`src/rtl/reg_write_arbiter_if.sv`:
```
// Requester-side bundle for reg_write_arbiter. The lock vector exists only when
// ARB_LOCK_EN is defined.
interface reg_write_arbiter_if #(
  parameter int unsigned N_REQ  = 4,
  parameter int unsigned DATA_W = 8
);
  localparam int unsigned OwnerW = $clog2(N_REQ);

  logic [N_REQ-1:0]        req;
  logic [N_REQ*DATA_W-1:0] wdata;
`ifdef ARB_LOCK_EN
  logic [N_REQ-1:0]        lock;
`endif
  logic [N_REQ-1:0]        gnt;
  logic [DATA_W-1:0]       q;
  logic [OwnerW-1:0]       owner;
  logic                    q_valid;

`ifdef ARB_LOCK_EN
  modport master (output req, wdata, lock, input gnt, q, owner, q_valid);
  modport slave  (input req, wdata, lock, output gnt, q, owner, q_valid);
`else
  modport master (output req, wdata, input gnt, q, owner, q_valid);
  modport slave  (input req, wdata, output gnt, q, owner, q_valid);
`endif
endinterface

```
`src/rtl/reg_write_arbiter.sv`:
```
// Round-robin arbiter writing one shared DATA_W-bit register from N_REQ requesters.
// Optional bus locking is compiled in with the ARB_LOCK_EN macro.
module reg_write_arbiter #(
  parameter int unsigned N_REQ  = 4,
  parameter int unsigned DATA_W = 8
) (
  input logic                clk,
  input logic                reset,
  reg_write_arbiter_if.slave arb_bus
);
  localparam int unsigned     OwnerW = $clog2(N_REQ);
  localparam logic [OwnerW:0] NReqW  = (OwnerW + 1)'(N_REQ);

  logic [N_REQ-1:0]  r_gnt;
  logic [DATA_W-1:0] r_q;
  logic [OwnerW-1:0] r_owner;
  logic [OwnerW-1:0] r_ptr;
  logic              r_q_valid;

  logic [N_REQ-1:0]  w_elig;
  logic [N_REQ-1:0]  w_onehot;
  logic [OwnerW:0]   w_idx;
  logic [OwnerW-1:0] w_win;
  logic [OwnerW-1:0] w_ptr_next;
  logic              w_found;
  logic              w_upd_ptr;
  logic [DATA_W-1:0] w_data [N_REQ];

  for (genvar g = 0; g < N_REQ; g++) begin : g_unpack
    assign w_data[g] = arb_bus.wdata[g*DATA_W +: DATA_W];
  end

`ifdef ARB_LOCK_EN
  localparam logic [0:0] ST_IDLE   = 1'b0;
  localparam logic [0:0] ST_LOCKED = 1'b1;

  logic [0:0]        r_state;
  logic [OwnerW-1:0] r_lock_id;
  logic              w_lock_hold;

  // Lock persists only while the owner keeps its lock bit high.
  assign w_lock_hold = (r_state == ST_LOCKED) && arb_bus.lock[r_lock_id];
  assign w_upd_ptr   = ~w_lock_hold;

  always_comb begin
    w_elig = arb_bus.req & ~r_gnt;
    if (w_lock_hold) begin
      w_elig = w_elig & (N_REQ'(1) << r_lock_id);
    end
  end

  always_ff @(posedge clk or posedge reset) begin
    if (reset) begin
      r_state   <= ST_IDLE;
      r_lock_id <= '0;
    end else if (!w_lock_hold) begin
      if (w_found && arb_bus.lock[w_win]) begin
        r_state   <= ST_LOCKED;
        r_lock_id <= w_win;
      end else begin
        r_state   <= ST_IDLE;
      end
    end
  end
`else
  assign w_upd_ptr = 1'b1;

  always_comb begin
    w_elig = arb_bus.req & ~r_gnt;
  end
`endif

  // Scan from r_ptr upward, wrapping, first eligible index wins.
  always_comb begin
    w_found = 1'b0;
    w_win   = '0;
    w_idx   = '0;
    for (int unsigned i = 0; i < N_REQ; i++) begin
      w_idx = {1'b0, r_ptr} + (OwnerW + 1)'(i);
      if (w_idx >= NReqW) begin
        w_idx = w_idx - NReqW;
      end
      if (!w_found && w_elig[w_idx[OwnerW-1:0]]) begin
        w_found = 1'b1;
        w_win   = w_idx[OwnerW-1:0];
      end
    end
  end

  assign w_onehot   = N_REQ'(1) << w_win;
  assign w_ptr_next = (w_win == OwnerW'(N_REQ - 1)) ? '0 : w_win + 1'b1;

  always_ff @(posedge clk or posedge reset) begin
    if (reset) begin
      r_gnt     <= '0;
      r_q       <= '0;
      r_owner   <= '0;
      r_ptr     <= '0;
      r_q_valid <= 1'b0;
    end else begin
      r_gnt <= w_found ? w_onehot : '0;
      if (w_found) begin
        r_q       <= w_data[w_win];
        r_owner   <= w_win;
        r_q_valid <= 1'b1;
        if (w_upd_ptr) begin
          r_ptr <= w_ptr_next;
        end
      end
    end
  end

  assign arb_bus.gnt     = r_gnt;
  assign arb_bus.q       = r_q;
  assign arb_bus.owner   = r_owner;
  assign arb_bus.q_valid = r_q_valid;
endmodule

```
`src/flat_wrapper.sv`:
```
// flat-port wrapper written by rule: the top's interface ports become plain ports
module reg_write_arbiter_flat 
#(
  parameter int unsigned N_REQ  = 4,
  parameter int unsigned DATA_W = 8
)
  (clk, reset, arb_bus_req, arb_bus_wdata, arb_bus_gnt, arb_bus_q, arb_bus_owner, arb_bus_q_valid);
  reg_write_arbiter_if #(.N_REQ(N_REQ), .DATA_W(DATA_W)) arb_bus_i ();
  input logic clk;
  input logic reset;
  input wire logic [$bits(arb_bus_i.req)-1:0] arb_bus_req;
  input wire logic [$bits(arb_bus_i.wdata)-1:0] arb_bus_wdata;
  output wire logic [$bits(arb_bus_i.gnt)-1:0] arb_bus_gnt;
  output wire logic [$bits(arb_bus_i.q)-1:0] arb_bus_q;
  output wire logic [$bits(arb_bus_i.owner)-1:0] arb_bus_owner;
  output wire logic [$bits(arb_bus_i.q_valid)-1:0] arb_bus_q_valid;
  assign arb_bus_i.req = arb_bus_req;
  assign arb_bus_i.wdata = arb_bus_wdata;
  assign arb_bus_gnt = arb_bus_i.gnt;
  assign arb_bus_q = arb_bus_i.q;
  assign arb_bus_owner = arb_bus_i.owner;
  assign arb_bus_q_valid = arb_bus_i.q_valid;
  reg_write_arbiter #(.N_REQ(N_REQ), .DATA_W(DATA_W)) u_core (.clk(clk), .reset(reset), .arb_bus(arb_bus_i));
endmodule
```
`config.mk`:
```
export PLATFORM = sky130hd
export DESIGN_NAME = reg_write_arbiter_flat
export DESIGN_NICKNAME = d
export VERILOG_FILES = /design/src/rtl/reg_write_arbiter_if.sv /design/src/rtl/reg_write_arbiter.sv /design/src/flat_wrapper.sv
export SDC_FILE = /design/constraint.sdc
export NUM_CORES = 1
export LEC_CHECK = 0
export CORE_MARGIN = 5
export CORE_UTILIZATION = 52
export DETAILED_ROUTE_END_ITERATION = 10
export DONT_BUFFER_PORTS = 1
export PLACE_DENSITY = 0.67
export SLEW_MARGIN = 20
export SYNTH_ARGS = -nofsm -noshare
export SYNTH_HDL_FRONTEND = slang
export SYNTH_SLANG_ARGS = --single-unit
```
`constraint.sdc`:
```
create_clock -name clk -period 2.1 [get_ports clk]
set_input_delay 0.315 -clock clk [delete_from_list [all_inputs] [get_ports clk]]
set_output_delay 0.315 -clock clk [all_outputs]
set_load 0.01 [all_outputs]
```
==> flow_summary.json, run 1 <==
{
  "status": "finished, violations left",
  "failed_checks": "negative hold slack",
  "fmax_ghz": 0.5587,
  "dr.pass1.iters": 4,
  "synth.largest_area_cell": "sky130_fd_sc_hd__dfrtp_1",
  "final_hold_vios": 17,
  "critical_path.cell_chain": "or3b_4, a31oi_4, a21boi_0, o21bai_1, a31oi_1",
  "grt_setup_unrepaired": "no",
  "fp-row-count": 16,
  "grt_pass1_wl_um": 4554,
  "drt-vias-per-instance": 6.413,
  "finalWorstPathRequiredPeriod_ns": 1.790,
  "route.detailed.drc": 0,
  "regToRegEndpoint": "u_core.arb_bus.q[1]",
  "synth-edff-count": 0,
  "critical_path_arrival_ns": 1.97,
  "fin_worst_hold_slack_ns": -0.01811,
  "antenna_found_initial": 0,
  "wl_per_cell_um": 17.28,
  "avgSynthCellArea_um2": 8.689,
  "grt_pass1_vias": 1008,
  "slew_headroom_pct": 57.57,
  "cts_inserted_buffers": 3,
  "cp-startpoint": "u_core.arb_bus.gnt[1]",
  "grt-ovfl-total": 0,
  "io_buffers": 0,
  "worst_clock_skew_ns": 0.005102,
  "synth_nets": 164,
  "reg2reg_setup_slack_ns": 0.31,
  "finalCoreUtilization_pct": 57.89,
  "clock_input_transition_at_the_sequential_cells_of_the_worst_setup_and_hold_paths_ns": 0.10,
  "cts_resized": 0,
  "finalSetupViolations": 0,
  "area.growth.synth_to_final_pct": 4.800,
  "num-nets-final": 167,
  "ctsLongestPathBuffers": 2,
  "clock_tree.htree_level_count": 1,
  "routed_wl_um": 2678,
  "post_route_cells_drive_above_1_share_pct": 10.16,
  "criticalPathCategory": "register to register",
  "critical_path.endpoint_type": "register",
  "clk_latency_ns": 0.29,
  "yosys.area.top_type_share_pct": 38.86,
  "post_synth_top_flop": "sky130_fd_sc_hd__dfrtp_1",
  "total_power_w": 0.001723,
  "gp_congestion": 0.8140,
  "maximum_number_of_pins_on_one_net_before_global_route_repair": 18,
  "die_y_um": 55.89,
  "cts_root_buffer": "sky130_fd_sc_hd__clkbuf_4",
  "worst_hold_path_type": "input pin to async pin",
  "tightest_slew_ns": 0.6357,
  "regToRegStartpoint": "u_core.arb_bus.gnt[1]",
  "detailed_place_hpwl_um": 2100,
  "synth_sequential_area_ratio_pct": 38.86,
  "post-route-period-util_pct": 85.23,
  "floorplan.die.width_um": 55.89,
  "power-per-cell-area_nw_per_um2": 1502,
  "detailedRoute.firstIterationViolations": 22,
  "setup_tns_ns": 0,
  "grtUsageTotal_pct": 18.04,
  "tritoncts": "yes",
  "postSynthCellCount": 126,
  "postCtsHoldBufs": 0,
  "synth.area.top_cells": "sky130_fd_sc_hd__dfrtp_1 39%, sky130_fd_sc_hd__a21boi_0 5.5%, sky130_fd_sc_hd__a21oi_1 4.6%",
  "floorplan.core_area_um2": 1982,
  "num_antenna_cells": 0,
  "final_antenna_net_count": 0,
  "pin_count": 53,
  "ys_ff_latch": 17,
  "clock_sinks": 17,
  "power.leakage_nw": 0.4900,
  "ys_types": 36,
  "worstSetupStartpointType": "register",
  "cpPeakStageDelay_ns": 0.45,
  "finalMaxSlewViolations": 0,
  "crit_fanout": 17,
  "post_synthesis_cell_area_um2": 1095,
  "worst_path_max_delay_cell": "sky130_fd_sc_hd__dfrtp_1",
  "routed-via-count": 994,
  "maxCapViolations": 0,
  "synthArstFlopShare_pct": 100.0,
  "required_ns": 2.28,
  "die-area_um2": 3123,
  "r2r.worst_path.cells": 5,
  "worst_ir_drop_vdd_v": 0.0007568,
  "post-cts-setup-buffers": 0,
  "floorplan.initialDensity_pct": 55.24,
  "yosys_warnings": 0
}
[cells in the mapped netlist, types with 3 or more instances]
cell type	count
sky130_fd_sc_hd__a31oi_1	6
sky130_fd_sc_hd__nor2_1	12
sky130_fd_sc_hd__buf_2	3
sky130_fd_sc_hd__o21ai_1	3
sky130_fd_sc_hd__and3_1	8
sky130_fd_sc_hd__o21ai_0	8
sky130_fd_sc_hd__inv_1	3
sky130_fd_sc_hd__a21boi_0	8
sky130_fd_sc_hd__o21bai_1	5
sky130_fd_sc_hd__a21oi_1	10
sky130_fd_sc_hd__a221oi_1	3
sky130_fd_sc_hd__dfrtp_1	17
sky130_fd_sc_hd__nand2b_1	3
sky130_fd_sc_hd__nand2_1	10
[where the power goes]
part | internal, W | switching (W) | leakage, nW
clock | 0.0000739 | 0.000102 | 0.0150
combinational | 0.000376 | 0.000481 | 0.271
sequential | 0.000483 | 0.000208 | 0.204
total | 0.000932 | 0.000791 | 0.490
[flip-flops by register name, indices dropped and copies added (netlist names)]
| register | flops |
|---|---|
| u_core.arb_bus.gnt | 4 |
| u_core.arb_bus.q | 8 |
| u_core.arb_bus.owner | 2 |
| u_core.r_ptr | 2 |
| u_core.arb_bus.q_valid | 1 |
[cell type report]
type | instances | area [µm²]
Timing Repair Buffer | 4 | 30.03
Fill cell | 175 | 834.6
Inverter | 3 | 11.26
Clock buffer | 4 | 26.28
Multi-Input combinational cell | 100 | 620.6
Tap cell | 27 | 33.78
Sequential cell | 17 | 425.4
[worst max-delay path by stage]
stage	end	slack, ns	cells past startpoint
4_1_cts	u_core.arb_bus.q[5]	0.31	5
5_1_grt	u_core.arb_bus.q[6]	0.14	5
2_1_floorplan	u_core.arb_bus.q[3]	0.51	7
6_report	u_core.arb_bus.q[1]	0.31	5
3_5_place_dp	u_core.arb_bus.q[1]	0.32	5
3_3_place_gp	u_core.arb_bus.q[5]	0.37	5
[through the flow]
| stage | hold slack, ns | setup WS [ns] | instances | cell area, µm² |
|---|---|---|---|---|
| CTS | 0.01043 | 0.3055 | 155 | 1147 |
| global placement | 0.3360 | 0.3717 | 151 | 1121 |
| detailed placement | 0.3384 | 0.3235 | 151 | 1121 |
| floorplan | 0.2411 | 0.5142 | 126 | 1095 |
| finish | -0.01811 | 0.3102 | 155 | 1147 |
| global route | 0.02130 | 0.1361 | 155 | 1147 |
[placed cells by master (no fill, tap or decap), types with 4 or more instances in the layout]
cell                        n
sky130_fd_sc_hd__dfrtp_1   17
sky130_fd_sc_hd__nor2_1    12
sky130_fd_sc_hd__nand2_1   10
sky130_fd_sc_hd__a21oi_1   10
sky130_fd_sc_hd__and3_1     8
sky130_fd_sc_hd__a21boi_0   8
sky130_fd_sc_hd__o21ai_0    8
sky130_fd_sc_hd__a31oi_1    6
sky130_fd_sc_hd__o21bai_1   5
sky130_fd_sc_hd__buf_4      4
[routing by layer]
metal	routed length, µm	vias to the layer above	part of all wire (%)	global-route usage (%)
met3	200	4	7.5	5.800
met4	30	0	1.1	5.085
met2	1351	39	50	31.76
met1	1096	481	41	20.89
met5	0	-	0	0
li1	-	470	-	-
[cell families (layout without fill, tap and decap cells)]
| family | count (synthesis) | count (layout) | share of synthesized area, % |
|---|---|---|---|
| compound gates | 54 | 54 | 33.60 |
| simple gates | 46 | 46 | 23.09 |
| flops | 17 | 17 | 38.86 |
| buf+inv | 9 | 11 | 4.457 |
[worst max-delay path: cells and delay by family, from the launching register on]
kind               cells  cell delay, ns
and+or+nand+nor        1            0.43
DFF                    1            0.45
AOI/OAI and AO/OA      4            0.79
Note: power is estimated with default switching activity, not from simulation.
==> run 2, diff against run 1 <==
Clock period 2.1 ns to 1.9 ns, I/O delays scaled along.
==> run 2 against run 1 <==
The flow now finishes without violations. Sequential power is 10% higher. Setup slack worse by 0.19 ns. Register-to-register slack worse by 0.19 ns. Utilization is 2.0 points higher. Highest routed layer unchanged.
==> flow_summary.json, run 2 (synthesized netlist as in run 1, its figures left out) <==
{
  "status": "finished, final reports clean",
  "setup_tns_ns": 0,
  "finalSetupViolations": 0,
  "clk_latency_ns": 0.29,
  "path_delay_family": "simple AND/OR/NAND/NOR gates",
  "largest_register_ffs": 8,
  "slew_headroom_pct": 56.36,
  "gp_congestion": 0.8218,
  "fp-row-count": 16,
  "power.clock.fraction_pct": 9.8,
  "fmax_ghz": 0.5608,
  "num_antenna_cells": 0,
  "min_from": "arb_bus_wdata[14]",
  "area.growth.synth_to_final_pct": 8.457,
  "worstSetupStartpointType": "register",
  "dpl.cell_count": 152,
  "wl_per_cell_um": 17.73,
  "finalWorstPathRequiredPeriod_ns": 1.783,
  "final_hold_vios": 0,
  "floorplan.initialDensity_pct": 55.24,
  "r2r.worst_path.cells": 6,
  "grt_pass1_wl_um": 4629,
  "critical_path_arrival_ns": 1.95,
  "ctsLongestPathBuffers": 2,
  "reg2reg_setup_slack_ns": 0.12,
  "grt-ovfl-total": 0,
  "layout_commonest_cell": "sky130_fd_sc_hd__dfrtp_1",
  "floorplan.core_area_um2": 1982,
  "finalMaxSlewViolations": 0,
  "post_route_cells_drive_above_1_share_pct": 12.21,
  "detailed_place_hpwl_um": 2154,
  "maxCapViolations": 0,
  "io_buffers": 0,
  "tritoncts": "yes",
  "clock_tree.htree_level_count": 1,
  "floorplan.die.width_um": 55.89,
  "cts_inserted_buffers": 3,
  "num-nets-final": 170,
  "routed_wl_um": 2802,
  "dr.pass1.iters": 4,
  "crit_fanout": 17,
  "regToRegStartpoint": "u_core.r_ptr[0]",
  "power.leakage_nw": 0.5089,
  "antenna_found_initial": 0,
  "total_power_w": 0.001977,
  "hold_path_end": "u_core.arb_bus.q[6]",
  "die_y_um": 55.89,
  "die-area_um2": 3123,
  "drt-vias-per-instance": 6.361,
  "critical_path.cell_chain": "nor4b_2, a31oi_4, buf_12, and3_1, o21bai_1, a31oi_1",
  "grtUsageTotal_pct": 18.13,
  "clock_input_transition_at_the_sequential_cells_of_the_worst_setup_and_hold_paths_ns": 0.10,
  "route.detailed.drc": 0,
  "sw_frac_of_total_pct": 45.19,
  "worst_ir_drop_vdd_v": 0.001001,
  "worst_hold_path_type": "input pin to register",
  "p_int_w": 0.001083,
  "required_ns": 2.07,
  "cts_root_buffer": "sky130_fd_sc_hd__clkbuf_4",
  "post-route-period-util_pct": 93.85,
  "switching_power_w": 0.0008933,
  "worstHoldPathCells": 2,
  "power_frac_comb_pct": 51.6,
  "tightest_slew_ns": 0.6538,
  "maximum_number_of_pins_on_one_net_before_global_route_repair": 18,
  "criticalPathCategory": "register to register",
  "final-instance-count-excl-fill": 158,
  "fin_worst_hold_slack_ns": 0.1357,
  "worst_clock_skew_ns": 0.003376,
  "final_antenna_net_count": 0,
  "pin_count": 53,
  "critPathBufInv": 1,
  "detailedRoute.firstIterationViolations": 28,
  "clock_sinks": 17,
  "critical_path.endpoint_type": "register",
  "grt_pass1_vias": 992,
  "regToRegEndpoint": "u_core.arb_bus.q[7]",
  "cpPeakStageDelay_ns": 0.49,
  "power-per-cell-area_nw_per_um2": 1665,
  "routed-via-count": 1005,
  "grt_setup_unrepaired": "no",
  "worst_path_max_delay_cell": "sky130_fd_sc_hd__dfrtp_1",
  "top_library_cells_by_usage_in_the_layout_fill_and_taps_aside": "17 x sky130_fd_sc_hd__dfrtp_1, 12 x sky130_fd_sc_hd__nor2_1, 10 x sky130_fd_sc_hd__nand2_1, 10 x sky130_fd_sc_hd__a21oi_1",
  "sequentialPowerShare_pct": 38.6
}
run 2: cell count changes in the layout (fill, tap and decap cells not counted), sizes merged:
cell,before,now
buf,4,6
dlygate4sd3,0,1
run 2: stage by stage:
stage / area [µm²] / util [%] / worst slack, ns
after global routing: 1187 / 59.91 / 0.02315
after detailed placement: 1129 / 56.94 / 0.08246
after global placement: 1129 / 56.94 / 0.1804
after floorplan: 1095 / - / 0.3142
after CTS: 1165 / 58.78 / 0.06575
final: 1187 / 59.91 / 0.1169
run 2: power groups by stage:
stage | Sequential (W) | Combinational (W) | Clock (W)
4_1_cts | 0.000766 | 0.000959 | 0.000200
3_5_place_dp | 0.000771 | 0.000955 | 0
3_3_place_gp | 0.000772 | 0.000920 | 0
6_report | 0.000763 | 0.00102 | 0.000193
2_1_floorplan | 0.000710 | 0.000806 | 0
5_1_grt | 0.000788 | 0.00113 | 0.000225
run 2: metal layers:
metal  wire, µm  share of wire (%)  GRT usage (%)
met5          0                  0              0
met4         60                2.1          6.102
met3        191                6.8          4.872
met2       1362                 49          30.57
met1       1188                 42          22.29
run 2: repair_timing:
action | CTS | global route
hold buffers | 1 | 0
endpoints found under the setup margin | 0 | 3
hold endpoints to repair | 17 | 0
resized for setup | 0 | 2
buffers inserted | 0 | 1
run 2: worst max path at each step:
stage	depth (start not counted)	endpoint	startpoint	slack [ns]
after floorplan	7	u_core.arb_bus.q[3]	u_core.r_ptr[0]	0.31
after global placement	5	u_core.arb_bus.q[5]	u_core.arb_bus.gnt[1]	0.18
after detailed placement	5	u_core.arb_bus.q[7]	u_core.arb_bus.gnt[1]	0.08
after CTS	5	u_core.arb_bus.q[7]	u_core.arb_bus.gnt[1]	0.07
after global routing	6	u_core.arb_bus.q[7]	u_core.r_ptr[0]	0.02
final	6	u_core.arb_bus.q[7]	u_core.r_ptr[0]	0.12
run 2: area by class of cell:
| cell class | instances | area (µm²) |
|---|---|---|
| inverter | 3 | 11.26 |
| sequential | 17 | 425.4 |
| fill | 181 | 794.5 |
| clock buffer | 4 | 26.28 |
| timing repair buffer | 7 | 67.56 |
| tap | 27 | 33.78 |
| multi-input combinational | 100 | 623.1 |
run 2: worst reg2reg max path, cell delays in order (launching register included):
cell and delay, ns:
sky130_fd_sc_hd__dfrtp_1 0.49, sky130_fd_sc_hd__nor4b_2 0.47, sky130_fd_sc_hd__a31oi_4 0.07, sky130_fd_sc_hd__buf_12 0.16
sky130_fd_sc_hd__and3_1 0.18, sky130_fd_sc_hd__o21bai_1 0.18, sky130_fd_sc_hd__a31oi_1 0.11
